`src/rtl/fetch_unit.sv`:
```
// Instruction-fetch / PC stage: fetches over a req/ready handshake, holds the
// instruction until retirement, then commits the next PC or traps on a misaligned target.
module fetch_unit #(
    parameter logic [31:0] RESET_PC  = 32'h0000_0000,
    parameter logic [31:0] NOP_INSTR = 32'h0000_0013
) (
    input  logic        clk,
    input  logic        reset,
    input  logic        PCSrc,
    input  logic        Jalr,
    input  logic [31:0] ImmExt,
    input  logic [31:0] ALUResult,
    input  logic        retire,
    output logic        imem_req,
    output logic [31:0] imem_addr,
    input  logic [31:0] imem_rdata,
    input  logic        imem_ready,
    output logic [31:0] Instr,
    output logic        instr_valid,
    output logic [31:0] PC,
    output logic [31:0] PCPlus4,
    output logic        misalign,
    output logic [31:0] bad_target,
    output logic [31:0] instret
);

    localparam int unsigned XLEN = 32;

    typedef enum logic [1:0] {
        IDLE  = 2'd0,
        FETCH = 2'd1,
        EXEC  = 2'd2,
        TRAP  = 2'd3
    } state_e;

    state_e            state_q;
    logic [XLEN-1:0]   pc_q;
    logic [XLEN-1:0]   instr_q;
    logic              req_q;
    logic              valid_q;
    logic              misalign_q;
    logic [XLEN-1:0]   bad_target_q;
    logic [XLEN-1:0]   instret_q;
    logic [XLEN-1:0]   next_pc_d;

    // Next-PC select; JALR target has its LSB cleared before the alignment check.
    always_comb begin
        next_pc_d = pc_q + XLEN'(4);
        if (PCSrc) begin
            if (Jalr) begin
                next_pc_d = ALUResult & 32'hFFFF_FFFE;
            end else begin
                next_pc_d = pc_q + ImmExt;
            end
        end
    end

    always_ff @(posedge clk or posedge reset) begin
        if (reset) begin
            state_q      <= IDLE;
            pc_q         <= RESET_PC;
            instr_q      <= NOP_INSTR;
            req_q        <= 1'b0;
            valid_q      <= 1'b0;
            misalign_q   <= 1'b0;
            bad_target_q <= '0;
            instret_q    <= '0;
        end else begin
            case (state_q)
                IDLE: begin
                    state_q <= FETCH;
                    req_q   <= 1'b1;
                end
                FETCH: begin
                    if (imem_ready) begin
                        instr_q <= imem_rdata;
                        state_q <= EXEC;
                        req_q   <= 1'b0;
                        valid_q <= 1'b1;
                    end
                end
                EXEC: begin
                    if (retire) begin
                        instret_q <= instret_q + XLEN'(1);
                        valid_q   <= 1'b0;
                        if (next_pc_d[1:0] == 2'b00) begin
                            pc_q    <= next_pc_d;
                            state_q <= FETCH;
                            req_q   <= 1'b1;
                        end else begin
                            misalign_q   <= 1'b1;
                            bad_target_q <= next_pc_d;
                            state_q      <= TRAP;
                        end
                    end
                end
                TRAP: begin
                    state_q <= TRAP;
                end
                default: begin
                    state_q <= IDLE;
                end
            endcase
        end
    end

    assign imem_req    = req_q;
    assign imem_addr   = pc_q;
    assign PC          = pc_q;
    assign PCPlus4     = pc_q + XLEN'(4);
    assign Instr       = instr_q;
    assign instr_valid = valid_q;
    assign misalign    = misalign_q;
    assign bad_target  = bad_target_q;
    assign instret     = instret_q;

endmodule
```
`config.mk`:
```
export PLATFORM = sky130hd
export DESIGN_NAME = fetch_unit
export DESIGN_NICKNAME = d
export VERILOG_FILES = /design/src/rtl/fetch_unit.sv
export SDC_FILE = /design/constraint.sdc
export NUM_CORES = 1
export LEC_CHECK = 0
export CORE_ASPECT_RATIO = 1.2
export CORE_MARGIN = 5
export CORE_UTILIZATION = 47
export CTS_BUF_LIST = sky130_fd_sc_hd__clkbuf_2 sky130_fd_sc_hd__clkbuf_4 sky130_fd_sc_hd__clkbuf_8
export CTS_CLUSTER_DIAMETER = 50
export DETAILED_ROUTE_END_ITERATION = 16
export GPL_TIMING_DRIVEN = 0
export PLACE_DENSITY = 0.83
export SETUP_SLACK_MARGIN = 0.4
export SYNTH_ARGS = -nofsm -noshare
export SYNTH_HDL_FRONTEND = slang
export SYNTH_SLANG_ARGS = --single-unit
```
`constraint.sdc`:
```
create_clock -name clk -period 5.4 [get_ports clk]
set_input_delay 0.81 -clock clk [delete_from_list [all_inputs] [get_ports clk]]
set_output_delay 0.81 -clock clk [all_outputs]
set_load 0.1 [all_outputs]
```
==> out/metrics.cfg, run 1 <==
[status]
status = completed

[worst_setup_path]
critPathRequiredTime_ps = 4590
crit_top_cell = nand3_1
endpoint_kind = output pin
crit_fanout = 8
critical_path.max_stage_delay_ps = 1220
slowest_stage = clkdlybuf4s50_1
worstPathArrival_ps = 3830
cp-start-kind = flop
critPathKind = flop to output pin
cp_cell_sequence = and3_1 > nand3_1 > nor2_1 > nand3_1 > xnor2_1 > clkdlybuf4s50_1

[hold_path]
hp-class = flop to flop

[synthesis]
synthAdderAreaFrac = 0.0516
synth_compound_area_frac = 0.158
syn_inst = 894
syn_area_um2 = 8390
synthSimpleGateAreaFrac = 0.176
synth_mux_area_frac = 0.0883
synth_top_flop_cell = dfrtp_1
syn_nets = 1030
synth_edf_count = 0
avgSynthCellArea_um2 = 9.39
async_flop_share = 1.00
yosys.cell_types.count = 69
ys_ff_latch = 133
synth_seq_area_share = 0.397
synth_top_family_by_area = simple AND/OR/NAND/NOR gates
synthXorXnorAreaFrac = 0.0762
synthTopCellsByArea = dfrtp_1 39%, mux2_2 7.1%, xnor2_1 5.9%
ys_warn_count = 0
yosys.area.top_type = dfrtp_1
yosysTopAreaCellShare = 0.388

[cells_and_area]
fin_nets = 1345
syn2layout_area_growth_pct = 43.5
layout-drive-gt1-share = 0.116
stdcell_count = 1443
n_fill_cell = 1400

[timing]
hold_violations = 0
grt_setup_unrepaired = no
max_freq_mhz = 216
worst_pin_slew_ps = 1090
finalCritPeriodShare = 0.859
skew_ps = 13.2
hold_slack_ps = 472
setup_violations = 0
slew_violations = 0
period_needed_ps = 4640
slew_headroom = 0.272

[global_routing]
grt_max_degree = 73
grt_pass1_wl_um = 46600
grt_pass1_vias = 8474
gr-total-overflow = 0
globalRouteTotalUtil = 0.285
antenna_found_initial = 1

[clock_network]
ctsHtreeMaxLevel = 4
clock-sinks = 133
cts_buffers = 17
holdBufCountCts = 0
clockRootBuffer = clkbuf_8
clk_pin_slew_worst_paths_ps = 80
cts_tree = done
clkLatencyLatePin_ps = 450
post-cts-setup-buffer-count = 0
clockBufferDepth = 2
cts_resized = 0

[die]
dieArea_um2 = 20600
num_rows = 53
core_area_um2 = 17600
ios = 297
die_h_um = 156
die_w_um = 132
initial_utilization = 0.477

[job]
drv_cap = 0

[routing]
final_antenna_net_count = 0
wire_per_inst_um = 21.1
viasPerCell = 5.71
drt-initial-drc-count = 636
drc = 0
dr_total_vias = 8246
wl_um = 30500
dr.pass1.iters = 6

[place]
placedCellCount = 1410
dp_hpwl_um = 23300
port_buffers = 295
place.gp.congestion = 0.985

==> Yosys cell counts, types with 9 or more instances <==
library cell,number
inv_1,16
and2_1,11
and3_1,26
buf_4,36
a31oi_1,9
clkbuf_1,25
nand4_1,17
nand3_1,36
ha_1,33
a21o_1,11
a21oi_1,52
xnor2_1,57
mux2i_1,11
o21ai_0,51
nor3_1,13
dfrtp_1,130
mux2_2,53
xor2_1,16
nand2_1,97
nor2_1,52
o21ai_1,13
o211ai_1,9
==> final cells by class <==
| cell class | instances | area (um^2) | share of cell area |
|---|---|---|---|
| Antenna cell | 1 | 2.50 | 0.000208 |
| Buffer | 66 | 385 | 0.0320 |
| Clock buffer | 18 | 248 | 0.0206 |
| Clock inverter | 14 | 139 | 0.0115 |
| Inverter | 17 | 68.8 | 0.00572 |
| Multi-Input combinational cell | 678 | 4610 | 0.383 |
| Sequential cell | 133 | 3330 | 0.277 |
| Tap cell | 220 | 275 | 0.0229 |
| Timing Repair Buffer | 296 | 2980 | 0.248 |
==> cell usage in the layout, fill, tap and decap left out, types with 4 or more instances in the layout <==
cell / synthesis / final
a211oi_1: 4 / 4
o21bai_1: 6 / 6
mux2i_1: 11 / 11
dfrtp_1: 130 / 130
mux2_2: 53 / 53
nand4_1: 17 / 17
o211a_1: 4 / 4
nand3_1: 36 / 36
inv_1: 16 / 15
clkbuf_1: 25 / 25
a21o_1: 11 / 11
a21oi_1: 52 / 52
nor3_1: 13 / 13
and3_1: 26 / 26
buf_4: 36 / 36
nor2_1: 52 / 52
and4_1: 5 / 5
o21a_1: 6 / 6
nor2b_1: 5 / 5
a31oi_1: 9 / 9
or3_1: 8 / 8
xor2_1: 16 / 16
clkbuf_8: 0 / 18
o22ai_1: 4 / 4
clkdlybuf4s50_1: 0 / 295
inv_6: 0 / 7
xnor2_1: 57 / 57
o31ai_1: 8 / 8
o21ai_0: 51 / 51
nand2b_1: 7 / 7
nand2_1: 97 / 97
and2_1: 11 / 11
ha_1: 33 / 33
o21ai_1: 13 / 13
o211ai_1: 9 / 9
==> path summary, 6_finish.rpt <==
kind | end | slack [ps] | startpoint | cells after the start
worst max-delay path | PCPlus4[17] | 760 | PC[4]$_DFFE_PP0P_ | 6
worst min-delay path | instret[31]$_DFFE_PP0P_ | 470 | instret[31]$_DFFE_PP0P_ | 1
worst max register to register | PC[29]$_DFFE_PP0P_ | 1930 | PC[0]$_DFFE_PP0P_ | 9
worst min register to register | instret[31]$_DFFE_PP0P_ | 470 | instret[31]$_DFFE_PP0P_ | 1
max in group asynchronous | PC[14]$_DFFE_PP0P_ | 3800 | reset | 3
min in group asynchronous | Instr[5]$_DFFE_PP0P_ | 820 | reset | 2
==> logic make-up after synthesis <==
logic type               count (synthesis)
flip-flops                             133
AND/OR/NAND/NOR                        296
AO/OA/AOI/OAI                          208
adder cells (fa/ha/maj)                 34
XOR/XNOR                                73
multiplexers                            67
buffers and inverters                   83
==> stage by stage <==
| step | cell area (um^2) | utilization | TNS, ps | setup WS (ps) |
|---|---|---|---|---|
| after floorplan | 8390 | - | 0 | 973 |
| after global placement | 11600 | 0.661 | -130210 | -1010 |
| after detailed placement | 11700 | 0.663 | 0 | 1200 |
| after CTS | 12000 | 0.685 | 0 | 813 |
| after global routing | 12000 | 0.685 | 0 | 663 |
| final | 12000 | 0.685 | 0 | 763 |
==> worst max-delay path: cells and delay by family, from the launching register on <==
kind | cells | cell delay [ps]
XOR/XNOR | 1 | 390
flip-flops | 1 | 510
buffers and inverters | 1 | 1220
AND/OR/NAND/NOR | 4 | 1250
==> sequential cells by signal (all words and copies together), names as in the netlist <==
name         count
Instr           32
imem_req         1
PC              32
state_q          2
instret         32
misalign         1
instr_valid      1
bad_target      32
==> routing by layer <==
metal	up-vias	wire length, um	track usage	share of wire
met3	74	2620	0.0740	0.086
li1	3823	-	-	-
met4	2	1110	0.116	0.037
met1	3914	11900	0.348	0.39
met5	-	13	0	0.00043
met2	433	14900	0.483	0.49
Power of run 1 is not shown: default switching activity piles up to over one toggle a cycle in this logic, so the estimate is an artifact.
==> run 2, diff against run 1 <==
CORE_ASPECT_RATIO = unset   (was 1.2)
RECOVER_POWER = 100   (was unset)
SKIP_LAST_GASP = 1   (was unset)
==> out/metrics.cfg, run 2 (synthesis gave the netlist of run 1 again) <==
[status]
status = finished with violations
violations = capacitance limit, slew limit

[global_routing]
grt_pass1_vias = 8256  ; -2.6%
grt_pass1_wl_um = 45900  ; -1.6%
grt_max_degree = 76  ; +4.1%
globalRouteTotalUtil = 0.288  ; +0.00280
antenna_found_initial = 1  ; unchanged
gr-total-overflow = 0  ; unchanged

[die]
ios = 297  ; unchanged
num_rows = 48  ; -9.4%
dieArea_um2 = 20600  ; about the same
initial_utilization = 0.482  ; +0.00429
die_w_um = 144  ; +8.8%
die_h_um = 144  ; -8.2%
core_area_um2 = 17400  ; -0.89%

[clock_network]
clock-sinks = 133  ; unchanged
cts_resized = 0  ; unchanged
clockBufferDepth = 2  ; unchanged
post-cts-setup-buffer-count = 0  ; unchanged
cts_tree = done
clkLatencyLatePin_ps = 460  ; about the same
ctsHtreeMaxLevel = 4  ; unchanged
cts_buffers = 17  ; unchanged
clk_pin_slew_worst_paths_ps = 80  ; about the same
holdBufCountCts = 0  ; unchanged
clockRootBuffer = clkbuf_8

[worst_setup_path]
reg2reg_to = bad_target[7]$_DFFE_PP0P_
critPathKind = flop to output pin
critical_path.max_stage_delay_ps = 1260  ; +40 ps
rrSetupSlack_ps = 1810  ; -120 ps
cp_cell_sequence = and3_1 > nand3_1 > nor2_1 > nand3_1 > xnor2_1 > dlygate4sd3_1
cp-start-kind = flop
crit_top_cell = nand3_1
rr_worst_depth = 9  ; unchanged
critPathRequiredTime_ps = 4590  ; about the same
crit_fanout = 6  ; -2
reg2reg_from = PC[0]$_DFFE_PP0P_
worstPathArrival_ps = 3880  ; +50 ps
endpoint_kind = output pin
slowest_stage = dlygate4sd3_1

[cells_and_area]
final_common_cell = dlygate4sd3_1
stdcell_area_um2 = 12000  ; about the same
seq_area_um2 = 3330  ; unchanged
n_fill_cell = 1421  ; +1.5%
syn2layout_area_growth_pct = 43.5  ; about the same
layout_common_cells = 200 x dlygate4sd3_1, 130 x dfrtp_1, 97 x nand2_1, 95 x clkdlybuf4s50_1, 57 x xnor2_1
fin_nets = 1345  ; unchanged
layout-drive-gt1-share = 0.110  ; -0.00573
multiInputGateArea_um2 = 4600  ; -0.27%

[hold_path]
whs_path_depth = 1  ; unchanged
hp-class = flop to flop
min-delay-start = instret[31]$_DFFE_PP0P_
whs_endpoint = instret[31]$_DFFE_PP0P_

[routing]
drt-initial-drc-count = 556  ; -13%
wl_um = 30300  ; -0.43%
dr_total_vias = 8316  ; +0.85%
viasPerCell = 5.74  ; +0.50%
dr.pass1.iters = 5  ; -1
drc = 0  ; unchanged
wire_per_inst_um = 20.9  ; -0.77%
final_antenna_net_count = 0  ; unchanged

[timing]
max_freq_mhz = 213  ; -1.1%
setup_violations = 0  ; unchanged
finalCritPeriodShare = 0.868  ; +0.00969
period_needed_ps = 4690  ; +52.3 ps
hold_slack_ps = 475  ; +3.01 ps
hold_violations = 0  ; unchanged
slew_headroom = -0.914  ; -1.19
grt_setup_unrepaired = no
slew_violations = 59  ; +59
skew_ps = 17.1  ; +3.90 ps
worst_pin_slew_ps = 2850  ; +1770 ps

[job]
drv_cap = 1  ; +1

[place]
dp_hpwl_um = 23200  ; -0.31%
place.gp.congestion = 0.980  ; -0.57%
placed_area_um2 = 11700  ; about the same
port_buffers = 295  ; unchanged

## run 2: changes by cell type in the layout (fill, tap and decap cells not counted), moves of 3 or more
cell / before / now
o21ai_0: 51 / 55
o21ai_1: 13 / 9
dlygate4sd3_1: 0 / 200
clkbuf_1: 25 / 30
inv_6: 7 / 4
clkdlybuf4s50_1: 295 / 95
## run 2: worst max-delay path, delay by kind of cell (launching register included)
family	cells	cell delay (ps)
flip-flops	1	530
buffers and inverters	1	1260
AND/OR/NAND/NOR	4	1290
XOR/XNOR	1	340
## run 2: layout make-up
type,count,share of cell area
Buffer,66,0.0312
Inverter,17,0.00540
Multi-Input combinational cell,678,0.382
Timing Repair Buffer,296,0.247
Tap cell,225,0.0234
Sequential cell,133,0.277
Antenna cell,1,0.000208
Clock buffer,18,0.0201
Clock inverter,14,0.0139
## run 2: worst max path at each step
| stage | start | end | depth (start not counted) |
|---|---|---|---|
| after floorplan | PC[5]$_DFFE_PP0P_ | PCPlus4[31] | 5 |
| after global placement | reset | PC[12]$_DFFE_PP0P_ | 2 |
| after detailed placement | ImmExt[0] | PC[12]$_DFFE_PP0P_ | 10 |
| after CTS | PC[6]$_DFFE_PP0P_ | PCPlus4[17] | 6 |
| after global routing | PC[5]$_DFFE_PP0P_ | PCPlus4[17] | 6 |
| final | PC[6]$_DFFE_PP0P_ | PCPlus4[17] | 6 |
## run 2: metal layers
| layer | global-route usage | up-vias | part of all wire |
|---|---|---|---|
| met5 | 0 | - | 0 |
| met4 | 0.114 | 0 | 0.033 |
| met3 | 0.0589 | 67 | 0.074 |
| met2 | 0.471 | 397 | 0.48 |
| met1 | 0.377 | 4028 | 0.41 |
| li1 | - | 3824 | - |
## run 2: stage by stage
stage	util	cells	setup TNS, ps	worst slack (ps)
after floorplan	-	894	0	973
after global placement	0.667	1414	-133730	-1040
after detailed placement	0.669	1415	0	1210
after CTS	0.693	1447	0	804
after global routing	0.691	1448	0	603
final	0.691	1448	0	711
Power of run 2 is left out for the same reason.
